--- config.mk ---
export PLATFORM = sky130hd
export DESIGN_NAME = cv32e41s_clic_arbiter
export DESIGN_NICKNAME = d
export VERILOG_FILES = /design/src/rtl/cv32e41s_pkg.sv /design/src/rtl/cv32e41s_clic_max_select.sv /design/src/rtl/cv32e41s_clic_arbiter.sv
export SDC_FILE = /design/constraint.sdc
export NUM_CORES = 1
export LEC_CHECK = 0
export CAP_MARGIN = 20
export CORE_AREA = 2 2 178 355
export CTS_BUF_LIST = sky130_fd_sc_hd__clkbuf_8
export CTS_CLUSTER_SIZE = 25
export DETAILED_ROUTE_END_ITERATION = 6
export DIE_AREA = 0 0 180 357
export GPL_ROUTABILITY_DRIVEN = 0
export PLACE_DENSITY = 0.66
export SYNTH_ARGS = -nofsm -noshare
export SYNTH_HDL_FRONTEND = slang
export SYNTH_SLANG_ARGS = --single-unit
--- constraint.sdc ---
create_clock -name clk -period 10.34 [get_ports clk]
set_input_delay 1.034 -clock clk [delete_from_list [all_inputs] [get_ports clk]]
set_output_delay 1.034 -clock clk [all_outputs]
set_load 0.01 [all_outputs]
--- src/rtl/cv32e41s_pkg.sv ---
// Shared types for the cv32e41s CLIC arbiter slice.
// Source configuration record, privilege encoding and level width.
package cv32e41s_pkg;

  typedef enum logic [1:0] {
    PRIV_LVL_U = 2'b00,
    PRIV_LVL_S = 2'b01,
    PRIV_LVL_H = 2'b10,
    PRIV_LVL_M = 2'b11
  } priv_lvl_t;

  localparam int CLIC_LEVEL_W = 8;

  typedef struct packed {
    logic                    ie;
    logic                    shv;
    logic                    edge_trig;
    logic [CLIC_LEVEL_W-1:0] level;
  } clic_src_cfg_t;

  function automatic logic clic_cand(
    input clic_src_cfg_t c,
    input logic          p
  );
    return p & c.ie & (c.level != '0);
  endfunction

endpackage

--- src/rtl/cv32e41s_clic_max_select.sv ---
// Comparator tree picking the highest-level valid entry.
// Ties go to the higher ID; with no valid entry the result is all zero.
module cv32e41s_clic_max_select
  import cv32e41s_pkg::*;
#(
  parameter int NUM  = 32,
  parameter int ID_W = 5
) (
  input  logic [NUM-1:0]                   valid,
  input  logic [NUM-1:0][CLIC_LEVEL_W-1:0] level,
  input  logic [NUM-1:0]                   shv,
  output logic                             win_valid,
  output logic [ID_W-1:0]                  win_id,
  output logic [CLIC_LEVEL_W-1:0]          win_level,
  output logic                             win_shv
);

  localparam int LEAVES = 1 << ID_W;

  typedef struct packed {
    logic                    valid;
    logic [ID_W-1:0]         id;
    logic [CLIC_LEVEL_W-1:0] level;
    logic                    shv;
  } node_t;

  node_t node [1:2*LEAVES-1];

  // Right child holds the higher IDs, so it wins ties.
  function automatic node_t pick(input node_t l, input node_t r);
    if (r.valid && (!l.valid || r.level >= l.level))
      return r;
    return l;
  endfunction

  always_comb begin
    for (int k = 1; k < 2*LEAVES; k++)
      node[k] = '0;
    for (int i = 0; i < NUM; i++) begin
      if (valid[i]) begin
        node[LEAVES+i].valid = 1'b1;
        node[LEAVES+i].id    = ID_W'(i);
        node[LEAVES+i].level = level[i];
        node[LEAVES+i].shv   = shv[i];
      end
    end
    for (int k = LEAVES-1; k >= 1; k--)
      node[k] = pick(node[2*k], node[2*k+1]);
  end

  assign win_valid = node[1].valid;
  assign win_id    = node[1].id;
  assign win_level = node[1].level;
  assign win_shv   = node[1].shv;

endmodule

--- src/rtl/cv32e41s_clic_arbiter.sv ---
// CLIC arbiter: pending latch, max-select and registered core-facing
// interrupt presentation with post-acknowledge blanking.
module cv32e41s_clic_arbiter
  import cv32e41s_pkg::*;
#(
  parameter int NUM_IRQ       = 32,
  parameter int CLIC_ID_WIDTH = 5
) (
  input  logic                     clk,
  input  logic                     rst,
  input  logic [NUM_IRQ-1:0]       irq_i,
  input  logic                     cfg_we_i,
  input  logic [CLIC_ID_WIDTH-1:0] cfg_id_i,
  input  logic                     cfg_ie_i,
  input  logic [7:0]               cfg_level_i,
  input  logic                     cfg_shv_i,
  input  logic                     cfg_edge_i,
  input  logic                     irq_ack_i,
  input  logic [CLIC_ID_WIDTH-1:0] irq_ack_id_i,
  output logic                     clic_irq_o,
  output logic [CLIC_ID_WIDTH-1:0] clic_irq_id_o,
  output logic [7:0]               clic_irq_level_o,
  output logic [1:0]               clic_irq_priv_o,
  output logic                     clic_irq_shv_o,
  output logic [NUM_IRQ-1:0]       ip_o
);

  clic_src_cfg_t cfg [NUM_IRQ];

  logic [NUM_IRQ-1:0] ip;
  logic [NUM_IRQ-1:0] ip_nxt;
  logic [NUM_IRQ-1:0] irq_q;
  logic [NUM_IRQ-1:0] cand;
  logic [NUM_IRQ-1:0] shv_v;
  logic [NUM_IRQ-1:0][CLIC_LEVEL_W-1:0] lvl_v;

  logic                     sel_valid;
  logic [CLIC_ID_WIDTH-1:0] sel_id;
  logic [CLIC_LEVEL_W-1:0]  sel_level;
  logic                     sel_shv;

  logic                     s2_valid;
  logic [CLIC_ID_WIDTH-1:0] s2_id;
  logic [CLIC_LEVEL_W-1:0]  s2_level;
  logic                     s2_shv;
  logic [1:0]               blank_cnt;

  always_comb begin
    ip_nxt = '0;
    for (int i = 0; i < NUM_IRQ; i++) begin
      if (cfg[i].edge_trig)
        ip_nxt[i] = (irq_i[i] & ~irq_q[i]) |
                    (ip[i] & ~(irq_ack_i &&
                     irq_ack_id_i == CLIC_ID_WIDTH'(i)));
      else
        ip_nxt[i] = irq_i[i];
      // Switching trigger type discards stale pending state.
      if (cfg_we_i && cfg_id_i == CLIC_ID_WIDTH'(i) &&
          cfg_edge_i != cfg[i].edge_trig)
        ip_nxt[i] = 1'b0;
    end
  end

  always_comb begin
    cand  = '0;
    lvl_v = '0;
    shv_v = '0;
    for (int i = 0; i < NUM_IRQ; i++) begin
      cand[i]  = clic_cand(cfg[i], ip[i]);
      lvl_v[i] = cfg[i].level;
      shv_v[i] = cfg[i].shv;
    end
  end

  cv32e41s_clic_max_select #(
    .NUM  (NUM_IRQ),
    .ID_W (CLIC_ID_WIDTH)
  ) u_sel (
    .valid     (cand),
    .level     (lvl_v),
    .shv       (shv_v),
    .win_valid (sel_valid),
    .win_id    (sel_id),
    .win_level (sel_level),
    .win_shv   (sel_shv)
  );

  always_ff @(posedge clk) begin
    if (rst) begin
      ip        <= '0;
      irq_q     <= '0;
      s2_valid  <= 1'b0;
      s2_id     <= '0;
      s2_level  <= '0;
      s2_shv    <= 1'b0;
      blank_cnt <= '0;
      for (int i = 0; i < NUM_IRQ; i++)
        cfg[i] <= '0;
    end else begin
      ip       <= ip_nxt;
      irq_q    <= irq_i;
      s2_valid <= sel_valid;
      s2_id    <= sel_id;
      s2_level <= sel_level;
      s2_shv   <= sel_shv;
      if (irq_ack_i)
        blank_cnt <= 2'd2;
      else if (blank_cnt != '0)
        blank_cnt <= blank_cnt - 2'd1;
      for (int i = 0; i < NUM_IRQ; i++) begin
        if (cfg_we_i && cfg_id_i == CLIC_ID_WIDTH'(i)) begin
          cfg[i].ie        <= cfg_ie_i;
          cfg[i].shv       <= cfg_shv_i;
          cfg[i].edge_trig <= cfg_edge_i;
          cfg[i].level     <= cfg_level_i;
        end
      end
    end
  end

  assign clic_irq_o       = s2_valid & (blank_cnt == '0);
  assign clic_irq_id_o    = s2_id;
  assign clic_irq_level_o = s2_level;
  assign clic_irq_shv_o   = s2_shv;
  assign clic_irq_priv_o  = PRIV_LVL_M;
  assign ip_o             = ip;

endmodule

## Word level (Yosys, flattened, before mapping)

Memories as Yosys holds them, arrays and structs flattened.
Cells that the tools add are included.
W data, S select, Z words.

| storage, ports and cells | value |
|---|---|
| flip-flop bits (word level) | 81 |
| latch bits | 0 |
| bits in writable memories | 352 |
| memory bits (read-only) | 0 |
| input port bits | 57 |
| memories kept | 1 |

Memories:

| memory | words | width | rd ports | clocked after Yosys merged registers in | wr ports | RTL line | RTL |
|---|---|---|---|---|---|---|---|
| cfg | 32 | 11 | 32 | 0 | 32 | cv32e41s_clic_arbiter.sv:28 | `clic_src_cfg_t cfg [NUM_IRQ];` |

| cells by class | value |
|---|---|
| add/sub/neg operators | 1 |
| multiply operators | 0 |
| div/mod/pow operators | 0 |
| magnitude comparators | 31 |
| eq/ne operators | 94 |
| shifts and indexed selects | 0 |
| mux-type cells | 385 |
| bitwise gates (word level) | 353 |
| reductions and logical operators | 259 |

Operators with widths:

| operator | count |
|---|---|
| $mux W15 | 94 |
| $mux W1 | 257 |
| $mux W8 | 32 |
| $reduce_bool A8 Y1 | 32 |
| $ge A8 B8 Y1 | 31 |
| $eq A5 B5 Y1 const B | 32 |
| $or A1 B1 Y1 | 160 |
| $and A1 B1 Y1 | 129 |
| $logic_and A1 B1 Y1 | 127 |
| $eq A5 B4 Y1 const B | 16 |
| $reduce_or A2 Y1 | 33 |
| $not A1 Y1 | 64 |
| $eq A5 B3 Y1 const B | 8 |
| $ne A1 B1 Y1 | 32 |
| $logic_not A1 Y1 | 31 |
| $logic_or A1 B1 Y1 | 31 |
| $eq A5 B2 Y1 const B | 4 |
| $eq A5 B1 Y1 const B | 2 |
| $logic_not A5 Y1 | 2 |
| $mux W2 | 2 |
| $reduce_bool A2 Y1 | 2 |
| $logic_not A2 Y1 | 1 |
| $sub A2 B1 Y2 const B | 1 |

## Logic depth before layout (Yosys ltp)

An unclocked memory read counts as a cell.

| depth | value |
|---|---|
| depth after elaboration | 29 |
| gate-level depth with buffers | 52 |
| gate-level depth less buffers | 45 |

## Modules after synthesis

A second synthesis with hierarchy kept.

| second synthesis, totals | value |
|---|---|
| cells, all modules | 2748 |
| area, all modules | 27510.1 sq um |

By module, submodules not included:

| module | times used | cells an instance | area each (sq um) | seq. area each (sq um) |
|---|---|---|---|---|
| cv32e41s_clic_arbiter | 1 | 1180 | 16188.0 | 12191.7 |
| cv32e41s_clic_max_select | 1 | 1568 | 11322.1 | 0.0 |

## Least setup slack after synthesis

Ideal clock, no wire load.

| path | value |
|---|---|
| kind | register to register |
| from | memory cfg[1][92] (netlist name) |
| to | register s2_shv, in the netlist clic_irq_shv_o |
| library setup time | 65 ps |
| arrival time | 10302 ps |
| setup slack | -27 ps |
| stages on the path, launching flop included | 53 |
| path buffers | 8 |
| period minus slack after synthesis | 10367 ps |
| cell sequence | edfxtp_1 nor4_1 a21oi_1 clkbuf_1 and2_1 ha_1 nand2b_1 a2111oi_0 o311ai_0 and2_1 clkbuf_1 clkbuf_1 a22o_1 ha_1 nor2b_1 o21ai_0 a41oi_1 o221ai_1 [... 17 more ...] o21ai_0 a31oi_1 o21ai_0 a211oi_1 nor2_1 buf_2 nor3_1 a21oi_1 ha_1 o21ai_0 o21ai_0 o2111ai_1 a21oi_1 o32a_2 buf_6 a211oi_1 o21ai_0 nand4_1 |

RTL lines:

| what | RTL line | RTL |
|---|---|---|
| start, declared | cv32e41s_clic_arbiter.sv:28 |  |
| end signal, assigned | cv32e41s_clic_arbiter.sv:105 | `s2_shv <= sel_shv;` |
| end, declared | cv32e41s_clic_arbiter.sv:45 | `logic s2_shv;` |

==> results.ini <==
[sta]
fin_crit_ns = 10.09
slew_violations = 0
worst_slew_pin_slew_ns = 1.19
hold_viol = 0
fin_skew_ns = 0.0260
finalSetupViolations = 0
fin_hold_ws_ns = 0.458
max_clock_freq_mhz = 99.1
period_share_pct = 97.6
relSlewSlack_pct = 20.4

[pwr]
powerDensity_mw_per_mm2 = 168
ir_drop_mv = 0.108
leakagePower_nw = 12.6
finalPower_w = 0.00539

[synthesis]
ys_seq_area_share_pct = 44.4
async_flop_share_pct = 0
synth.avg_cell_area_um2 = 9.63
yosys_most_used_dff = edfxtp_1
synth_top_area_share_pct = 38.5
syn_inst = 2850
synth_top_area_cell = edfxtp_1
synth.ff_latch_count = 433
yosysWarnings = 0
yosysUniqueCellTypes = 79
synth_edf_count = 352
synth_area_mm2 = 0.0274
synth.area.top_cells = edfxtp_1 (39%), ha_1 (11%), dfxtp_1 (5.9%)

[cells_and_area]
multi_input_area_mm2 = 0.0150
design_area_mm2 = 0.0321
layout-drive-gt1-share_pct = 12.5
fillers = 5518
fin_nets = 3335
synthToLayoutAreaGrowth_pct = 17.0
register_area_mm2 = 0.0122

[run]
maxCapViolations = 0

[clock_network]
cts_buffer_depth = 3
cts-htree-levels = 3
cts_hold_buf = 0
cts_tree = built
cts_buffers = 67
cts_root_buf = clkbuf_8
clock_latency_ns = 0.67
clk_pin_slew_ns = 0.06
cts.sinks = 433

[setup_path]
crit_slowest_cell = or4_4
crit_start = cfg[0][16]
start_kind = register
cp_data_arrival_time_ns = 10.62
worstReg2RegStart = cfg[0][16]
critical_path.max_fanout = 10
endpoint_kind = register
cpMostUsedCell = ha_1
required_ns = 10.86
max_stage_delay_ns = 0.54
crit_type = register to register

[die]
core_mm2 = 0.0615
fp-row-count = 129
start_util_pct = 44.6
die_y_um = 357
die_w_um = 180
die-area_mm2 = 0.0643
ios = 106

[global_routing]
grt_use_met2_pct = 44.2
grt_use_met3_pct = 4.77
grt_most_used_layer = met2
grt_pass1_wl_um = 135000
grt_start_max_net_pins = 58
grt_usage_pct = 27.2
antenna_found_initial = 4
globalRouteOverflowTotal = 0
grtUsageMet1_pct = 35.0
first_global_vias = 23000

[route]
totalWireLength_um = 90900
dr.pass1.iters = 7
vias_per_cell = 6.27
drc = 21
drt_iter0_drc = 2673
wl_per_cell_um = 23.5
drtAntennaViolNets = 0
vias = 24300

[min_path]
min_from = blank_cnt[0]
hold_path_class = register to register

[placement]
dpl_cell_area_mm2 = 0.0297
io_buffers = 103
dp_hpwl_um = 64600

[status]
violations = design-rule violations
run_status = complete, but fails checks

## stage by stage
step                      TNS, ns  setup WS, ns  cells  utilization (%)
after CTS                       0       0.00333   3829             50.7
after global placement     -0.397       -0.0780   3706             48.3
final                           0         0.246   3872             52.2
after detailed placement    -3.03        -0.325   3706             48.3
after global routing       -0.872        -0.199   3871             52.2
after floorplan                 0         0.105   2851                -
## per-layer routing
layer / vias to the layer above / wire [µm] / share of wire, %
met5: - / 9 / 0.0099
met4: 2 / 4680 / 5.2
li1: 11100 / - / -
met1: 11700 / 36500 / 40
met2: 1175 / 41900 / 46
met3: 267 / 7720 / 8.5
## critical path: cells and delay by family (launching register included)
family                     cells  cell delay, ns
DFF                            1            0.40
and+or+nand+nor               12            2.48
buffers and inverters          4            0.85
adders and majority gates      5            1.47
muxes                          1            0.39
AOI/OAI and AO/OA             21            4.33
## path summary, 6_finish.rpt
kind / end / slack [ns] / cells after the start
worst max-delay path: clic_irq_level_o[2] / 0.25 / 43
worst min-delay path: blank_cnt[0] / 0.46 / 1
worst max register to register: clic_irq_level_o[2] / 0.25 / 43
worst min register to register: blank_cnt[0] / 0.46 / 1
## Yosys cell counts, drive strengths merged (19+ instances only)
library cell	instances
edfxtp	352
nand2	346
nor2	344
ha	248
a21oi	124
inv	124
clkbuf	114
o21ai	95
dfxtp	81
and2	73
a211oi	66
and3	65
a21o	62
nor2b	51
a32oi	45
nor4	45
nand3	38
o211ai	38
nor3	37
nand2b	35
o21a	33
or4	33
xnor2	32
a22oi	31
a221oi	29
a22o	29
nand4	24
o22ai	23
o211a	19
## logic make-up after synthesis
group	after synthesis	share of synthesized area, %
multiplexers	21	0.812
adder cells (fa/ha/maj)	248	11.3
XOR/XNOR	32	1.02
AO/OA/AOI/OAI	731	19.2
AND/OR/NAND/NOR	1127	19.6
buffers and inverters	257	3.61
other	1	0.0137
flip-flops	433	44.4
## cell usage in the layout (no fill, tap or decap), types with 75 or more instances in the layout
| master | n |
|---|---|
| edfxtp_1 | 352 |
| nand2_1 | 346 |
| nor2_1 | 338 |
| ha_1 | 248 |
| inv_1 | 144 |
| buf_4 | 136 |
| a21oi_1 | 115 |
| clkdlybuf4s50_1 | 101 |
| dfxtp_1 | 81 |
| o21ai_0 | 77 |
| clkbuf_8 | 75 |
## repair_timing
| action | CTS | global route |
|---|---|---|
| endpoints found under the setup margin | 13 | 14 |
| pin swaps | 0 | 19 |
| cloned | 0 | 2 |
| gates resized for setup | 18 | 130 |
| buffers inserted | 1 | 39 |
## report_power, final
| group | internal (W) | leakage, nW | total [W] | switching (W) |
|---|---|---|---|---|
| registers | 0.00203 | 4.05 | 0.00214 | 0.000113 |
| logic | 0.000728 | 7.81 | 0.00173 | 0.00100 |
| clock network | 0.000797 | 0.773 | 0.00152 | 0.000722 |
| total | 0.00355 | 12.6 | 0.00539 | 0.00184 |
## state kept, by name, summed over array words and instances (netlist names)
register	cells
clic_irq_id_o	5
clic_irq_shv_o	1
blank_cnt	2
s2_valid	1
cfg	352
ip_o	32
irq_q	32
clic_irq_level_o	8
## area by class of cell
| type | count | share of cell area [%] |
|---|---|---|
| Tap cell | 786 | 3.06 |
| Antenna cell | 3 | 0.0234 |
| Multi-Input combinational cell | 2162 | 46.7 |
| Timing Repair Buffer | 241 | 6.48 |
| Clock buffer | 75 | 3.22 |
| Sequential cell | 433 | 38.0 |
| Inverter | 125 | 1.46 |
| Clock inverter | 47 | 1.08 |
Power figures use the tool's default switching activity.
